File: src/rtl/u_xmit.sv
// UART transmitter: start bit, WORD_LEN data bits LSB-first, optional even parity, stop bit.
// Define UART_TX_PARITY_EN to insert the even-parity cell after the MSB.
module u_xmit #(
  parameter int unsigned WORD_LEN  = 8,
  parameter int unsigned BIT_TICKS = 16
) (
  input  logic                sys_clk,
  input  logic                sys_rst_l,
  input  logic                EN_clk,
  input  logic                xmitH,
  input  logic [WORD_LEN-1:0] xmit_dataH,
  output logic                uart_xmitH,
  output logic                xmit_busyH,
  output logic                xmit_doneH
);

  localparam int unsigned BCW       = (WORD_LEN > 1) ? $clog2(WORD_LEN) : 1;
  localparam logic [3:0]  CELL_LAST = 4'(BIT_TICKS - 1);
  localparam logic [BCW-1:0] BIT_LAST = BCW'(WORD_LEN - 1);

  typedef enum logic [2:0] {
    t_IDLE   = 3'd0,
    t_START  = 3'd1,
    t_DATA   = 3'd2,
    t_PARITY = 3'd3,
    t_STOP   = 3'd4
  } state_t;

  state_t              state_q, state_d;
  logic [3:0]          cell_q, cell_d;
  logic [BCW-1:0]      bit_q, bit_d;
  logic [WORD_LEN-1:0] shreg_q, shreg_d;
  logic                line_q, line_d;
  logic                busy_q, busy_d;
  logic                done_q, done_d;
  logic                cell_end;
`ifdef UART_TX_PARITY_EN
  logic                parity_q, parity_d;
`endif

  assign cell_end = EN_clk && (cell_q == CELL_LAST);

  always_comb begin
    state_d  = state_q;
    cell_d   = cell_q;
    bit_d    = bit_q;
    shreg_d  = shreg_q;
    done_d   = 1'b0;
`ifdef UART_TX_PARITY_EN
    parity_d = parity_q;
`endif

    if (state_q != t_IDLE && EN_clk) begin
      cell_d = (cell_q == CELL_LAST) ? '0 : cell_q + 4'd1;
    end

    case (state_q)
      t_IDLE: begin
        if (xmitH) begin
          shreg_d  = xmit_dataH;
          cell_d   = '0;
          bit_d    = '0;
          state_d  = t_START;
`ifdef UART_TX_PARITY_EN
          parity_d = ^xmit_dataH;
`endif
        end
      end
      t_START: begin
        if (cell_end) state_d = t_DATA;
      end
      t_DATA: begin
        if (cell_end) begin
          shreg_d = shreg_q >> 1;
          if (bit_q == BIT_LAST) begin
            bit_d = '0;
`ifdef UART_TX_PARITY_EN
            state_d = t_PARITY;
`else
            state_d = t_STOP;
`endif
          end else begin
            bit_d = bit_q + 1'b1;
          end
        end
      end
      t_PARITY: begin
        if (cell_end) state_d = t_STOP;
      end
      t_STOP: begin
        if (cell_end) begin
          state_d = t_IDLE;
          done_d  = 1'b1;
        end
      end
      default: state_d = t_IDLE;
    endcase

    busy_d = (state_d != t_IDLE);

    // Line is registered from the next state so it moves exactly at cell boundaries.
    case (state_d)
      t_START:  line_d = 1'b0;
      t_DATA:   line_d = shreg_d[0];
`ifdef UART_TX_PARITY_EN
      t_PARITY: line_d = parity_q;
`endif
      default:  line_d = 1'b1;
    endcase
  end

  always_ff @(posedge sys_clk or negedge sys_rst_l) begin
    if (!sys_rst_l) begin
      state_q  <= t_IDLE;
      cell_q   <= '0;
      bit_q    <= '0;
      shreg_q  <= '0;
      line_q   <= 1'b1;
      busy_q   <= 1'b0;
      done_q   <= 1'b0;
`ifdef UART_TX_PARITY_EN
      parity_q <= 1'b0;
`endif
    end else begin
      state_q  <= state_d;
      cell_q   <= cell_d;
      bit_q    <= bit_d;
      shreg_q  <= shreg_d;
      line_q   <= line_d;
      busy_q   <= busy_d;
      done_q   <= done_d;
`ifdef UART_TX_PARITY_EN
      parity_q <= parity_d;
`endif
    end
  end

  assign uart_xmitH = line_q;
  assign xmit_busyH = busy_q;
  assign xmit_doneH = done_q;

endmodule

File: config.mk
export PLATFORM = sky130hd
export DESIGN_NAME = u_xmit
export DESIGN_NICKNAME = d
export VERILOG_FILES = /design/src/rtl/u_xmit.sv
export SDC_FILE = /design/constraint.sdc
export NUM_CORES = 1
export LEC_CHECK = 0
export CELL_PAD_IN_SITES_DETAIL_PLACEMENT = 1
export CELL_PAD_IN_SITES_GLOBAL_PLACEMENT = 1
export CORE_MARGIN = 10
export CORE_UTILIZATION = 31
export CTS_CLUSTER_DIAMETER = 150
export DETAILED_ROUTE_END_ITERATION = 8
export GPL_TIMING_DRIVEN = 0
export PLACE_DENSITY_LB_ADDON = 0.1
export SYNTH_ARGS = -nofsm -noshare
export SYNTH_HDL_FRONTEND = slang
export SYNTH_SLANG_ARGS = --single-unit
File: constraint.sdc
create_clock -name sys_clk -period 2.45 [get_ports sys_clk]
set_input_delay 0.49 -clock sys_clk [delete_from_list [all_inputs] [get_ports sys_clk]]
set_output_delay 0.49 -clock sys_clk [all_outputs]
set_load 0.05 [all_outputs]
==> Word level (Yosys, flattened, before mapping) <==
Index checks and enable logic that the tools add are counted.
{ "totals": {"reg_bits": 21, "inputBits": 12, "output_inout_bits": 3} }
{ "op_classes": {"add_sub_neg": 2, "n_eq_ne": 10, "mux": 21, "reduce_logical": 7} }
{ "ops": {"columns": ["cell", "n"], "rows": [
  ["two-way mux 3 bit", 9],
  ["two-way mux 4 bit", 4],
  ["two-way mux 8 bit", 2],
  ["case mux 8 bit (2 select lines)", 1],
  ["case mux 3 bit (5 select lines)", 1],
  ["== test 3 x 2 -> 1 bit (second input constant)", 3],
  ["== test 3 x 1 -> 1 bit (second input constant)", 2],
  ["== test 3 bit (second input constant)", 2],
  ["case mux 3 bit (2 select lines)", 1],
  ["nonzero test 3 bit", 2],
  ["adder 4 x 1 -> 4 bit (second input constant)", 1],
  ["== test 4 bit (second input constant)", 1],
  ["inequality test 2 bit (second input constant)", 2],
  ["adder 3 x 1 -> 3 bit (second input constant)", 1],
  ["zero test 3 bit", 1],
  ["AND reduction 3 bit", 1],
  ["logical AND 1 bit", 2],
  ["two-way mux 1 bit", 2],
  ["case mux 1 bit (2 select lines)", 1],
  ["nonzero test 2 bit", 1]
]} }

==> Longest topological paths before layout <==
{ "logic_depth": {"word_depth": 6, "ltp_mapped": 6, "mapped_depth_nobuf": 6} }

==> Least setup slack after synthesis <==
OpenSTA, ideal clock, no wires.
{ "synth_path": {"path_type": "register to register", "from": "register cell_q[0]", "to": "register busy_q (netlist: xmit_busyH)", "setup_time_ns": 0.139, "t_arrival_ns": 1.398, "required_time_ns": 2.311, "setup_slack_ns": 0.913, "path_stages_with_launch": 5, "n_path_buf": 0, "period_less_slack_ns": 1.537, "path_cell_list": "dfrtp_1 ha_1 and4_1 nor3_1 or4_1"} }
{ "synth_between": {"elab_chain_cells": 5, "elab_cells_between_ends": 8} }
{ "synth_lines": {"columns": ["element", "line", "rtl"], "rows": [
  ["from (decl)", "30", "logic [3:0] cell_q, cell_d;"],
  ["from (signal assigned)", "126", "cell_q <= cell_d;"],
  ["== test 4 bit (*)", "41", "assign cell_end = EN_clk && (cell_q == CELL_LAST);"],
  ["logical AND 1 bit (*)", "41", null],
  ["two-way mux 3 bit (on tied branches)", null, null],
  ["case mux 3 bit (5 select lines) (*)", "57", "case (state_q)"],
  ["nonzero test 3 bit (*)", "99", "busy_d = (state_d != t_IDLE);"],
  ["via busy_d", "34", "logic busy_q, busy_d;"],
  ["to (signal assigned)", "130", "busy_q <= busy_d;"],
  ["to (decl)", "34", null]
]} }
Mark *: on every way through the listed nets, which the timed path passes. The rest lies on a longest branch.
A chain may end at the register's enable or synchronous reset.

==> Worst setup path after layout <==
{ "layout_path": {"from": "register line_q (netlist: uart_xmitH)", "to": "output port uart_xmitH"} }
{ "layout_lines": {"columns": ["element", "line", "rtl"], "rows": [
  ["from (decl)", "33", "logic line_q, line_d;"],
  ["from (signal assigned)", "129", "line_q <= line_d;"],
  ["to (decl)", "12", "output logic uart_xmitH,"]
]} }
No word-level cell between the ends.

==> metrics.cfg <==
[critical_path]
r2r_slack_ns = 0.70
slowest_delay_ns = 0.79
path_max_fanout = 1
crit_path_start = uart_xmitH
slowest_stage = clkdlybuf4s50_1
cp_num_cells = 1
crit_arrival_ns = 1.64
critPathBufInv = 1
reg2reg_to = bit_q[1]
crit_chain = clkdlybuf4s50_1
crit_family = buffers and inverters
worst-setup-path-type = reg2out
cp-endpoint = uart_xmitH
r2r-start = cell_q[0]
cp-end-kind = primary output
worstRegToRegCells = 6
required_ns = 1.96
cp-start-kind = flip-flop

[global_routing]
grt_max_degree = 22
grt-ovfl-total = 0
antenna_found_initial = 0
grt_busiest_layer = met2
grt_pass1_wl_um = 4210
grt_use_total_pct = 8.32
grt_pass1_vias = 940
use_met2_pct = 13.9
use_met3_pct = 1.82
gr-usage-met1_pct = 9.97

[clocking]
cts.sinks = 21
clk_latency_ns = 0.31
cts_max_path_buffers = 2
cts_setup_buffers = 0
root_buffer = clkbuf_4
htreeDepth = 1
cts_tree = built
cts_resized = 0
clk_pin_slew_ns = 0.12
cts_buffers = 3
cts_hold_buf = 0

[hold_path]
whs_path_depth = 2
min_from = shreg_q[2]
hold_path_class = reg2reg

[yosys]
netlist_area_um2 = 1070
yosysWarnings = 0
synth.avg_cell_area_um2 = 10.5
ys_seq_area_share_pct = 49.4
synth-seq-cells = 21
netlist_instances = 102
synth_cell_type_count = 37
syn_nets = 117

[placement]
pre_cts_slack_ns = 0.373
dpl.hpwl_um = 1810
io_buffers = 14
gp_congestion = 0.763

[finish]
areaGrowthSynthToFinish_pct = 21.1
layout.nets = 136
drive_gt1_share_pct = 16.7
diodes = 0

[routing]
num_vias = 822
first_iter_violations = 39
wire_per_inst_um = 14.1
routed_wl_um = 2340
via_per_inst = 4.95
postRouteAntennaNets = 0
dr.pass1.iters = 4
drcViolationCount = 0

[sta]
finalCriticalPeriod_ns = 2.13
layout_setup_ws_ns = 0.325
finalSetupViolCount = 0
tightest_slew_ns = 0.955
holdWs_ns = 0.488
rsz0062_at_grt = no
period_share_pct = 86.7
slew_headroom_pct = 36.1
skew_ns = 0.00203
hold_viol_final = 0
fmax_mhz = 471
tns_ns = 0
drv_slew = 0

[power_and_ir_drop]
p_leak_nw = 0.571
intPower_w = 0.000674
power_density_nw_per_um2 = 817
vdd_drop_max_v = 0.000410
switching_share_pct = 36.1
netSwitchingPower_w = 0.000381
clkPwrFrac_pct = 16.2
combPwrFrac_pct = 31.3
totalPowerFinal_w = 0.00106
seqPwrFrac_pct = 52.5

[floorplanning]
die_y_um = 78.7
core_area_um2 = 3340
boundaryPins = 15
floorplan.rows = 21
start_util_pct = 32.0
die_area_um2 = 6190
die-width_um = 78.7

[run]
max_cap_violations = 0

[status]
outcome = finished, final reports clean

## state kept, by name, indices dropped and copies added (netlist names)
register	flops
shreg_q	8
cell_q	4
bit_q	3
state_q	3
uart_xmitH	1
xmit_busyH	1
xmit_doneH	1
## logic make-up after synthesis
logic type | count (synthesis) | share of synthesized area (%)
compound gates | 26 | 17.6
xor+xnor | 1 | 0.821
fa+ha+maj | 3 | 3.52
buf+inv | 7 | 3.87
flops | 21 | 49.4
simple gates | 44 | 24.9
## metrics by stage
stage,instance area (um^2),cells,util (%)
2_1_floorplan,1070,102,-
5_1_grt,1290,166,38.7
4_1_cts,1290,166,38.7
6_report,1290,166,38.7
3_3_place_gp,1260,162,37.9
3_5_place_dp,1260,162,37.9
## routing by layer
metal	vias to the layer above	routed length, um
li1	398	-
met2	10	1190
met5	-	0
met1	410	1080
met4	0	29
met3	4	49
## how the worst min path moves through the flow
stage | end | slack (ns)
global route | shreg_q[3] | 0.53
finish | shreg_q[2] | 0.49
CTS | shreg_q[2] | 0.50
floorplan | bit_q[0] | 0.19
detailed placement | shreg_q[2] | 0.46
global placement | shreg_q[3] | 0.46
## cell usage in the layout (no fill, tap or decap), types with 2 or more instances in the layout
cell type	n
a21o_1	2
a21oi_1	4
a21oi_2	2
a22o_1	2
a22oi_1	6
a31oi_1	2
buf_2	3
clkbuf_4	3
clkdlybuf4s50_1	14
dfrtp_1	20
ha_1	3
nand2_1	23
nor2_1	4
nor2b_1	3
nor3_1	2
o21ai_1	3
## cells in the mapped netlist
| library cell | instances | area, um^2 |
|---|---|---|
| nor4b_4 | 1 | 23.8 |
| o31ai_1 | 1 | 7.51 |
| a21o_1 | 2 | 15.0 |
| nor3b_4 | 1 | 18.8 |
| a31oi_1 | 2 | 12.5 |
| ha_1 | 3 | 37.5 |
| nor2_1 | 4 | 15.0 |
| o21ai_1 | 3 | 15.0 |
| buf_2 | 3 | 15.0 |
| and4_1 | 1 | 8.76 |
| buf_6 | 1 | 11.3 |
| a21oi_1 | 4 | 20.0 |
| or4_1 | 1 | 7.51 |
| nand2b_1 | 1 | 6.26 |
| o21ai_0 | 1 | 5.00 |
| nand2_1 | 23 | 86.3 |
| inv_2 | 1 | 3.75 |
| nor4_1 | 1 | 6.26 |
| a211oi_1 | 1 | 7.51 |
| xor2_1 | 1 | 8.76 |
| nor3_1 | 2 | 10.0 |
| nor2_4 | 1 | 11.3 |
| or3_1 | 1 | 6.26 |
| dfstp_2 | 1 | 26.3 |
| inv_1 | 1 | 3.75 |
| a22o_1 | 2 | 17.5 |
| a21oi_2 | 2 | 17.5 |
| a221oi_2 | 1 | 15.0 |
| o31a_2 | 1 | 10.0 |
| dfrtp_1 | 20 | 500 |
| or3b_4 | 1 | 11.3 |
| and2_1 | 1 | 6.26 |
| nand4_4 | 1 | 21.3 |
| nor3b_1 | 1 | 7.51 |
| buf_4 | 1 | 7.51 |
| nor2b_1 | 3 | 18.8 |
| a22oi_1 | 6 | 45.0 |
## power groups by stage
stage / Combinational [W] / Clock, W / Sequential (W)
finish: 0.000331 / 0.000171 / 0.000554
global route: 0.000380 / 0.000197 / 0.000576
CTS: 0.000339 / 0.000182 / 0.000555
detailed placement: 0.000336 / 0 / 0.000563
global placement: 0.000327 / 0 / 0.000559
floorplan: 0.000216 / 0 / 0.000575
## layout make-up
cell class | count | area [um^2]
clock inverters | 1 | 5.00
plain buffers | 5 | 33.8
multi-input cells | 74 | 499
well taps | 46 | 57.6
clock buffers | 3 | 22.5
repair buffers | 14 | 140
flip-flops and latches | 21 | 527
inverters | 2 | 7.51
fillers | 397 | 2040
(Power assumes the default switching activity.)
